## config.mk

```make
export PLATFORM = sky130hd
export DESIGN_NAME = sprite_move_ctrl
export DESIGN_NICKNAME = d
export VERILOG_FILES = /design/src/rtl/sprite_pkg.sv /design/src/rtl/ps2_scan_parser.sv /design/src/rtl/sprite_move_ctrl.sv
export SDC_FILE = /design/constraint.sdc
export NUM_CORES = 1
export LEC_CHECK = 0
export CAP_MARGIN = 20
export CORE_MARGIN = 5
export CORE_UTILIZATION = 46
export DETAILED_ROUTE_END_ITERATION = 16
export HOLD_SLACK_MARGIN = 0.05
export PLACE_DENSITY_LB_ADDON = 0.12
export SYNTH_ARGS = -nofsm -noshare
export SYNTH_HDL_FRONTEND = slang
export SYNTH_HIERARCHICAL = 1
export SYNTH_SLANG_ARGS = --single-unit
```

## constraint.sdc

```tcl
create_clock -name iVGA_CLK -period 2.9 [get_ports iVGA_CLK]
set_input_delay 0.58 -clock iVGA_CLK [delete_from_list [all_inputs] [get_ports iVGA_CLK]]
set_output_delay 0.58 -clock iVGA_CLK [all_outputs]
set_load 0.05 [all_outputs]
```

## src/rtl/sprite_pkg.sv

```systemverilog
// -----------------------------------------------------------------------------
// sprite_pkg
// Shared definitions for the sprite movement controller:
//   - PS/2 scancode constants (extended prefix, break prefix, arrow make codes)
//   - scancode parser state encoding
//   - bit positions of the held-key flags inside the 4-bit key vector
//   - key_mask(): maps an arrow make code onto its one-hot flag bit
// -----------------------------------------------------------------------------
package sprite_pkg;

  localparam logic [7:0] SC_EXT   = 8'hE0;
  localparam logic [7:0] SC_BRK   = 8'hF0;
  localparam logic [7:0] SC_UP    = 8'h75;
  localparam logic [7:0] SC_DOWN  = 8'h72;
  localparam logic [7:0] SC_LEFT  = 8'h6B;
  localparam logic [7:0] SC_RIGHT = 8'h74;

  typedef enum logic [1:0] {
    IDLE    = 2'd0,
    EXT     = 2'd1,
    BRK     = 2'd2,
    EXT_BRK = 2'd3
  } ps2_state_t;

  // Key vector layout is {up, down, left, right}
  localparam int KEY_UP    = 3;
  localparam int KEY_DOWN  = 2;
  localparam int KEY_LEFT  = 1;
  localparam int KEY_RIGHT = 0;

  // One-hot flag for an arrow make code; zero for any other byte
  function automatic logic [3:0] key_mask(input logic [7:0] code);
    logic [3:0] mask;
    case (code)
      SC_UP:    mask = 4'b1000;
      SC_DOWN:  mask = 4'b0100;
      SC_LEFT:  mask = 4'b0010;
      SC_RIGHT: mask = 4'b0001;
      default:  mask = 4'b0000;
    endcase
    return mask;
  endfunction

endpackage

```

## src/rtl/ps2_scan_parser.sv

```systemverilog
// -----------------------------------------------------------------------------
// ps2_scan_parser
// Tracks PS/2 prefix bytes (E0 / F0) and maintains the held state of the four
// arrow keys. Only cycles with i_key_en=1 advance the parser.
// Ports:
//   i_clk    : clock, all flops on rising edge
//   i_rst    : synchronous active-high reset (parser to IDLE, flags cleared)
//   i_key    : scancode byte
//   i_key_en : i_key valid strobe
//   o_keys   : registered held-key flags {up, down, left, right}
// -----------------------------------------------------------------------------
module ps2_scan_parser
  import sprite_pkg::*;
(
  input  logic       i_clk,
  input  logic       i_rst,
  input  logic [7:0] i_key,
  input  logic       i_key_en,
  output logic [3:0] o_keys
);

  ps2_state_t r_state;
  ps2_state_t w_state_nxt;
  logic [3:0] r_keys;
  logic [3:0] w_keys_nxt;
  logic [3:0] w_mask;

  assign w_mask = key_mask(i_key);
  assign o_keys = r_keys;

  // Next-state and flag update: prefix tracking plus make/break decoding
  always_comb begin
    w_state_nxt = r_state;
    w_keys_nxt  = r_keys;
    if (i_key_en) begin
      case (r_state)
        IDLE: begin
          if (i_key == SC_EXT) begin
            w_state_nxt = EXT;
          end else if (i_key == SC_BRK) begin
            w_state_nxt = BRK;
          end else begin
            w_state_nxt = IDLE;
          end
        end
        EXT: begin
          if (i_key == SC_BRK) begin
            w_state_nxt = EXT_BRK;
          end else begin
            w_state_nxt = IDLE;
          end
        end
        default: w_state_nxt = IDLE;
      endcase
      // Prefix bytes have a zero mask, so they never disturb the flags
      if ((r_state == IDLE) || (r_state == EXT)) begin
        w_keys_nxt = r_keys | w_mask;
      end else begin
        w_keys_nxt = r_keys & ~w_mask;
      end
    end else begin
      w_state_nxt = r_state;
      w_keys_nxt  = r_keys;
    end
  end

  // Parser state and key-flag registers
  always_ff @(posedge i_clk) begin
    if (i_rst) begin
      r_state <= IDLE;
      r_keys  <= 4'b0000;
    end else begin
      r_state <= w_state_nxt;
      r_keys  <= w_keys_nxt;
    end
  end

endmodule

```

## src/rtl/sprite_move_ctrl.sv

```systemverilog
// -----------------------------------------------------------------------------
// sprite_move_ctrl
// Moves a sprite box around the visible area under control of the PS/2 arrow
// keys. Positions update once every FRAME_DIV vertical-sync falls, one STEP
// per axis, limited to the visible area.
// Build option: define SPRITE_WRAP_EN to wrap at the edges instead of
// clamping (default build clamps and contains no wrap logic).
// Ports:
//   iVGA_CLK : clock, all flops on rising edge
//   iRST     : synchronous active-high reset
//   key_in   : PS/2 scancode byte
//   key_en   : key_in valid strobe
//   iVS      : vertical sync, active-low
//   oX, oY   : registered sprite position
//   oMove    : one-cycle pulse when oX or oY changed
//   oKeys    : held-key flags {up, down, left, right}
// -----------------------------------------------------------------------------
module sprite_move_ctrl
  import sprite_pkg::*;
#(
  parameter int X_INIT    = 320,
  parameter int Y_INIT    = 240,
  parameter int STEP      = 10,
  parameter int BOX_W     = 64,
  parameter int BOX_H     = 48,
  parameter int H_RES     = 640,
  parameter int V_RES     = 480,
  parameter int FRAME_DIV = 2
) (
  input  logic       iVGA_CLK,
  input  logic       iRST,
  input  logic [7:0] key_in,
  input  logic       key_en,
  input  logic       iVS,
  output logic [9:0] oX,
  output logic [9:0] oY,
  output logic       oMove,
  output logic [3:0] oKeys
);

  localparam int CNT_W = (FRAME_DIV > 1) ? $clog2(FRAME_DIV) : 1;
  localparam logic [CNT_W-1:0] CNT_LAST = CNT_W'(FRAME_DIV - 1);
  localparam logic signed [10:0] STEP_S = 11'(STEP);
  localparam logic signed [10:0] X_MAX  = 11'(H_RES - 1 - BOX_W);
  localparam logic signed [10:0] Y_MAX  = 11'(V_RES - 1 - BOX_H);
  localparam logic signed [10:0] X_SPAN = 11'(H_RES - BOX_W);
  localparam logic signed [10:0] Y_SPAN = 11'(V_RES - BOX_H);

  logic             r_vs;
  logic [CNT_W-1:0] r_frame_cnt;
  logic [9:0]       r_x;
  logic [9:0]       r_y;
  logic             r_move;

  logic             w_tick;
  logic             w_opp;
  logic [3:0]       w_keys;
  logic signed [10:0] w_x_cur;
  logic signed [10:0] w_y_cur;
  logic signed [10:0] w_x_nxt;
  logic signed [10:0] w_y_nxt;

  // One axis update: opposite flags cancel, then the result is kept in range
  function automatic logic signed [10:0] axis_next(
    input logic signed [10:0] pos,
    input logic               dec,
    input logic               inc,
    input logic signed [10:0] max_pos,
    input logic signed [10:0] span
  );
    logic signed [10:0] sum;
    if (inc && !dec) begin
      sum = pos + STEP_S;
    end else if (dec && !inc) begin
      sum = pos - STEP_S;
    end else begin
      sum = pos;
    end
`ifdef SPRITE_WRAP_EN
    if (sum < 11'sd0) begin
      sum = sum + span;
    end else if (sum > max_pos) begin
      sum = sum - span;
    end else begin
      sum = sum;
    end
`else
    if (sum < 11'sd0) begin
      sum = 11'sd0;
    end else if (sum > max_pos) begin
      sum = max_pos;
    end else begin
      sum = sum + (span - span);
    end
`endif
    return sum;
  endfunction

  ps2_scan_parser u_parser (
    .i_clk    (iVGA_CLK),
    .i_rst    (iRST),
    .i_key    (key_in),
    .i_key_en (key_en),
    .o_keys   (w_keys)
  );

  // Falling edge of the registered sync marks the start of a frame
  assign w_tick  = r_vs & ~iVS;
  assign w_opp   = w_tick && (r_frame_cnt == CNT_LAST);

  // w_keys is still the pre-edge flag set, so a key byte arriving on an
  // opportunity cycle only affects later moves
  assign w_x_cur = {1'b0, r_x};
  assign w_y_cur = {1'b0, r_y};
  assign w_x_nxt = axis_next(w_x_cur, w_keys[KEY_LEFT], w_keys[KEY_RIGHT], X_MAX, X_SPAN);
  assign w_y_nxt = axis_next(w_y_cur, w_keys[KEY_UP], w_keys[KEY_DOWN], Y_MAX, Y_SPAN);

  assign oX    = r_x;
  assign oY    = r_y;
  assign oMove = r_move;
  assign oKeys = w_keys;

  // Sync edge detector, frame divider and position registers
  always_ff @(posedge iVGA_CLK) begin
    if (iRST) begin
      r_vs        <= 1'b1;
      r_frame_cnt <= '0;
      r_x         <= 10'(X_INIT);
      r_y         <= 10'(Y_INIT);
      r_move      <= 1'b0;
    end else begin
      r_vs <= iVS;
      if (w_tick) begin
        if (r_frame_cnt == CNT_LAST) begin
          r_frame_cnt <= '0;
        end else begin
          r_frame_cnt <= r_frame_cnt + CNT_W'(1);
        end
      end else begin
        r_frame_cnt <= r_frame_cnt;
      end
      if (w_opp) begin
        r_x    <= w_x_nxt[9:0];
        r_y    <= w_y_nxt[9:0];
        r_move <= (w_x_nxt != w_x_cur) || (w_y_nxt != w_y_cur);
      end else begin
        r_x    <= r_x;
        r_y    <= r_y;
        r_move <= 1'b0;
      end
    end
  end

endmodule

```

==> impl_metrics.xml <==
<?xml version="1.0" encoding="UTF-8"?>
<metrics>
  <group name="outcome">
    <metric name="outcome" unit="">completed</metric>
  </group>
  <group name="global_route">
    <metric name="antenna_found_initial" unit="">0</metric>
    <metric name="global_route_wire_length_before_repair" unit="um">12810</metric>
    <metric name="grt_max_degree" unit="">30</metric>
    <metric name="groute.usage.overall" unit="%">21.01</metric>
    <metric name="grt_pass1_vias" unit="">2574</metric>
    <metric name="overflow" unit="">0</metric>
  </group>
  <group name="power_and_ir_drop">
    <metric name="internal_power" unit="mW">0.6102</metric>
    <metric name="cellPowerDensity" unit="nW/um^2">246.9</metric>
    <metric name="net-switching-power" unit="mW">0.1834</metric>
    <metric name="share_comb_of_total_power" unit="%">10.5</metric>
    <metric name="p_seq_share" unit="%">49.8</metric>
    <metric name="max-vdd-ir-drop" unit="uV">305.5</metric>
    <metric name="swShare" unit="%">23.11</metric>
    <metric name="power.leakage" unit="nW">1.113</metric>
    <metric name="power.share.clock" unit="%">39.7</metric>
  </group>
  <group name="layout">
    <metric name="drive_above_1_share" unit="%">18.09</metric>
    <metric name="layout-area-overhead-vs-synth" unit="%">22.74</metric>
    <metric name="finish.net_count" unit="">393</metric>
    <metric name="antenna_cells" unit="">0</metric>
    <metric name="final_cells" unit="">448</metric>
    <metric name="most_frequent_cells_in_the_layout" unit="">sky130_fd_sc_hd__clkdlybuf4s50_1 (36), sky130_fd_sc_hd__o21ai_0 (29), sky130_fd_sc_hd__nand3_1 (25)</metric>
    <metric name="layout.cells.most_common" unit="">sky130_fd_sc_hd__clkdlybuf4s50_1</metric>
    <metric name="final_area" unit="um^2">3214</metric>
  </group>
  <group name="logic_synthesis">
    <metric name="netlist_instances" unit="">344</metric>
    <metric name="postSynthRegisterBits" unit="">28</metric>
    <metric name="synth_mux_area_share" unit="%">5.686</metric>
    <metric name="synth_nets" unit="">360</metric>
    <metric name="async_flop_share" unit="%">0</metric>
    <metric name="combinational_family_with_the_most_area_after_synthesis" unit="">simple AND/OR/NAND/NOR gates</metric>
    <metric name="synth_area_in_compound_gates" unit="%">28.62</metric>
    <metric name="number_of_flops_mapped_to_enable_cells_by_yosys" unit="">0</metric>
    <metric name="synthDominantAreaCellType" unit="">sky130_fd_sc_hd__dfxtp_1</metric>
    <metric name="synthAdderAreaFrac" unit="%">1.911</metric>
    <metric name="synth-seq-area-share" unit="%">21.40</metric>
    <metric name="syn-mean-instance-area" unit="um^2">7.613</metric>
    <metric name="post_synthesis_share_of_cell_area_spent_on_xor_and_xnor_gates" unit="%">1.672</metric>
    <metric name="yosysTopAreaCellShare" unit="%">21.40</metric>
    <metric name="synthesis.area" unit="um^2">2619</metric>
    <metric name="yosys_warnings" unit="">6</metric>
    <metric name="synth_top_flop_cell" unit="">sky130_fd_sc_hd__dfxtp_1</metric>
    <metric name="synth_simple_gate_area_share" unit="%">34.11</metric>
    <metric name="yosysUniqueCellTypes" unit="">74</metric>
    <metric name="ys_top_cells_by_area" unit="">sky130_fd_sc_hd__dfxtp_1 (21%), sky130_fd_sc_hd__o21ai_0 (5.9%), sky130_fd_sc_hd__nand3_1 (4.8%), sky130_fd_sc_hd__a21oi_1 (3.4%), sky130_fd_sc_hd__nor2_1 (3.2%)</metric>
  </group>
  <group name="critical_path">
    <metric name="top_delay_family_on_crit_path" unit="">compound AO/OA/AOI/OAI gates</metric>
    <metric name="critPathSlowestCell" unit="">sky130_fd_sc_hd__o2bb2ai_1</metric>
    <metric name="critPathBufInv" unit="">0</metric>
    <metric name="worst_setup_path_end_kind" unit="">flip-flop</metric>
    <metric name="slowest_delay" unit="ps">470</metric>
    <metric name="start_kind" unit="">flip-flop</metric>
    <metric name="worst-r2r-setup-slack" unit="ps">180</metric>
    <metric name="worstPathMaxFanout" unit="">8</metric>
    <metric name="timing.setup.critical_path_class" unit="">reg2reg</metric>
    <metric name="worst_path_cell_chain" unit="">nand4b_1, o2bb2ai_1, nor4b_2, a211o_1, o21ai_1, mux2_2, a2111oi_2, a311oi_1</metric>
    <metric name="worst_r2r_path_depth" unit="">8</metric>
    <metric name="worst_r2r_endpoint" unit="">oMove</metric>
    <metric name="arrival" unit="ps">2870</metric>
    <metric name="cp.required" unit="ps">3050</metric>
  </group>
  <group name="die">
    <metric name="fp.dieArea" unit="um^2">7302</metric>
    <metric name="placeable_core_region" unit="um^2">5507</metric>
    <metric name="start_util" unit="%">47.56</metric>
    <metric name="floorplan.rows" unit="">27</metric>
    <metric name="die_w" unit="um">85.45</metric>
    <metric name="die_height" unit="um">85.45</metric>
    <metric name="boundaryPins" unit="">37</metric>
  </group>
  <group name="routing">
    <metric name="routedWlPerCell" unit="um">16.82</metric>
    <metric name="antenna_left" unit="">0</metric>
    <metric name="detailroute.via_count" unit="">2829</metric>
    <metric name="drt-initial-drc-count" unit="">250</metric>
    <metric name="postRouteWirelength" unit="um">7537</metric>
    <metric name="drt_pass1_iterations" unit="">5</metric>
    <metric name="detailed_route_vias_per_instance" unit="">6.315</metric>
    <metric name="post-route-drc-count" unit="">0</metric>
  </group>
  <group name="clocking">
    <metric name="htree_levels" unit="">1</metric>
    <metric name="clk_path_buf_depth" unit="">2</metric>
    <metric name="numCtsBuffers" unit="">3</metric>
    <metric name="clock-sinks" unit="">28</metric>
    <metric name="clock_latency" unit="ps">280</metric>
    <metric name="cell_at_the_root_of_the_clock_tree" unit="">sky130_fd_sc_hd__clkbuf_8</metric>
    <metric name="clock_transition_at_the_registers_of_the_reported_paths" unit="ps">100</metric>
    <metric name="cts_tree" unit="">yes</metric>
  </group>
  <group name="place">
    <metric name="io_buffers" unit="">36</metric>
    <metric name="post_dp_hpwl" unit="um">5697</metric>
    <metric name="place_area" unit="um^2">3088</metric>
    <metric name="place_inst" unit="">444</metric>
    <metric name="gp_routability_congestion" unit="">0.9038</metric>
  </group>
  <group name="timing">
    <metric name="tightest_slew" unit="ps">601.3</metric>
    <metric name="fin_skew" unit="ps">3.396</metric>
    <metric name="timing.final.crit_share" unit="%">93.91</metric>
    <metric name="maxClockFrequency" unit="GHz">0.3672</metric>
    <metric name="post-route-min-period" unit="ps">2723</metric>
    <metric name="report.final.slew_viol_count" unit="">0</metric>
    <metric name="hold-worst-slack" unit="ps">501.8</metric>
    <metric name="timing.slew.headroom" unit="%">59.49</metric>
    <metric name="finalSetupViolCount" unit="">0</metric>
    <metric name="timing_hold_violations_final" unit="">0</metric>
  </group>
  <group name="min_path">
    <metric name="timing.hold.worst.start" unit="">oX[5]</metric>
    <metric name="holdCritPathClass" unit="">reg2reg</metric>
    <metric name="hold_depth" unit="">2</metric>
    <metric name="hold_end" unit="">oX[5]</metric>
  </group>
  <group name="flow_run">
    <metric name="cap_violations" unit="">0</metric>
  </group>
</metrics>
[per-stage QoR]
step | TNS [ps] | worst slack [ps] | util [%] | power (mW)
after global routing | -5.046 | -5.046 | 58.37 | 0.8238
after global placement | 0 | 151.5 | 56.08 | 0.4875
final | 0 | 176.6 | 58.37 | 0.7936
after detailed placement | 0 | 115.8 | 56.08 | 0.4891
after floorplan | 0 | 59.32 | - | 0.4520
after CTS | 0 | 76.10 | 57.37 | 0.8063
[cell usage after synthesis (4+ instances only)]
cell                       number
sky130_fd_sc_hd__nand2b_1      10
sky130_fd_sc_hd__nand2_1       19
sky130_fd_sc_hd__and3_1         7
sky130_fd_sc_hd__nor3_1        15
sky130_fd_sc_hd__ha_1           4
sky130_fd_sc_hd__a221oi_1       4
sky130_fd_sc_hd__buf_4          4
sky130_fd_sc_hd__o22ai_1        5
sky130_fd_sc_hd__clkbuf_1      14
sky130_fd_sc_hd__nor4b_1        6
sky130_fd_sc_hd__o31ai_1        6
sky130_fd_sc_hd__inv_1         10
sky130_fd_sc_hd__nand4_1        6
sky130_fd_sc_hd__or2_2          5
sky130_fd_sc_hd__nor2_1        22
sky130_fd_sc_hd__buf_2          6
sky130_fd_sc_hd__nor2b_1        7
sky130_fd_sc_hd__a211oi_1       4
sky130_fd_sc_hd__mux2i_1        7
sky130_fd_sc_hd__o211ai_1       4
sky130_fd_sc_hd__dfxtp_1       28
sky130_fd_sc_hd__o21ai_0       31
sky130_fd_sc_hd__a21oi_1       18
sky130_fd_sc_hd__nand3_1       25
[worst reg2reg max path, stage by stage (launching register included)]
cell and delay, ps:
sky130_fd_sc_hd__dfxtp_1 390, sky130_fd_sc_hd__nand4b_1 280, sky130_fd_sc_hd__o2bb2ai_1 470, sky130_fd_sc_hd__nor4b_2 110, sky130_fd_sc_hd__a211o_1 320, sky130_fd_sc_hd__o21ai_1 200
sky130_fd_sc_hd__mux2_2 370, sky130_fd_sc_hd__a2111oi_2 330, sky130_fd_sc_hd__a311oi_1 130
[layout make-up]
class | count | area, um^2
Clock buffer | 3 | 41.29
Clock inverter | 1 | 30.03
Fill cell | 528 | 2292
Inverter | 10 | 37.54
Multi-Input combinational cell | 280 | 1936
Sequential cell | 28 | 571.8
Tap cell | 72 | 90.09
Timing Repair Buffer | 54 | 508.0
[cell families (layout without fill, tap and decap cells)]
kind of cell | Yosys count | after routing
AOI/OAI and AO/OA | 108 | 108
xor gates and xnor gates | 5 | 5
adders and majority gates | 4 | 4
buffers and inverters | 36 | 68
DFF | 28 | 28
muxes | 12 | 12
and+or+nand+nor | 151 | 151
[worst max-delay path by stage]
stage	endpoint	cells past startpoint	from
6_report	oMove	8	flip-flop
5_1_grt	oMove	10	flip-flop
4_1_cts	oMove	10	oX[2]
3_5_place_dp	oMove	10	oX[2]
3_3_place_gp	oMove	8	oX[2]
2_1_floorplan	oMove	8	flip-flop
[per-layer routing]
layer | track usage, % | wire length, um
met1 | 30.41 | 3609
met2 | 33.05 | 3409
met3 | 3.786 | 465
met4 | 3.022 | 53
met5 | 0 | 0
[power by group through the flow]
stage	Sequential (mW)	Combinational, mW	Clock (mW)
2_1_floorplan	0.410	0.0416	0
3_3_place_gp	0.406	0.0818	0
3_5_place_dp	0.406	0.0831	0
4_1_cts	0.397	0.0833	0.326
5_1_grt	0.397	0.0900	0.337
6_report	0.395	0.0834	0.315
[repair_timing]
action                                 in CTS  in global routing
hold buffers                                0                  0
endpoints found under the hold margin       0                  0
setup endpoints to repair                   0                  4
buffers inserted                            0                  0
resized for setup                           0                 15
(Power assumes the default switching activity.)
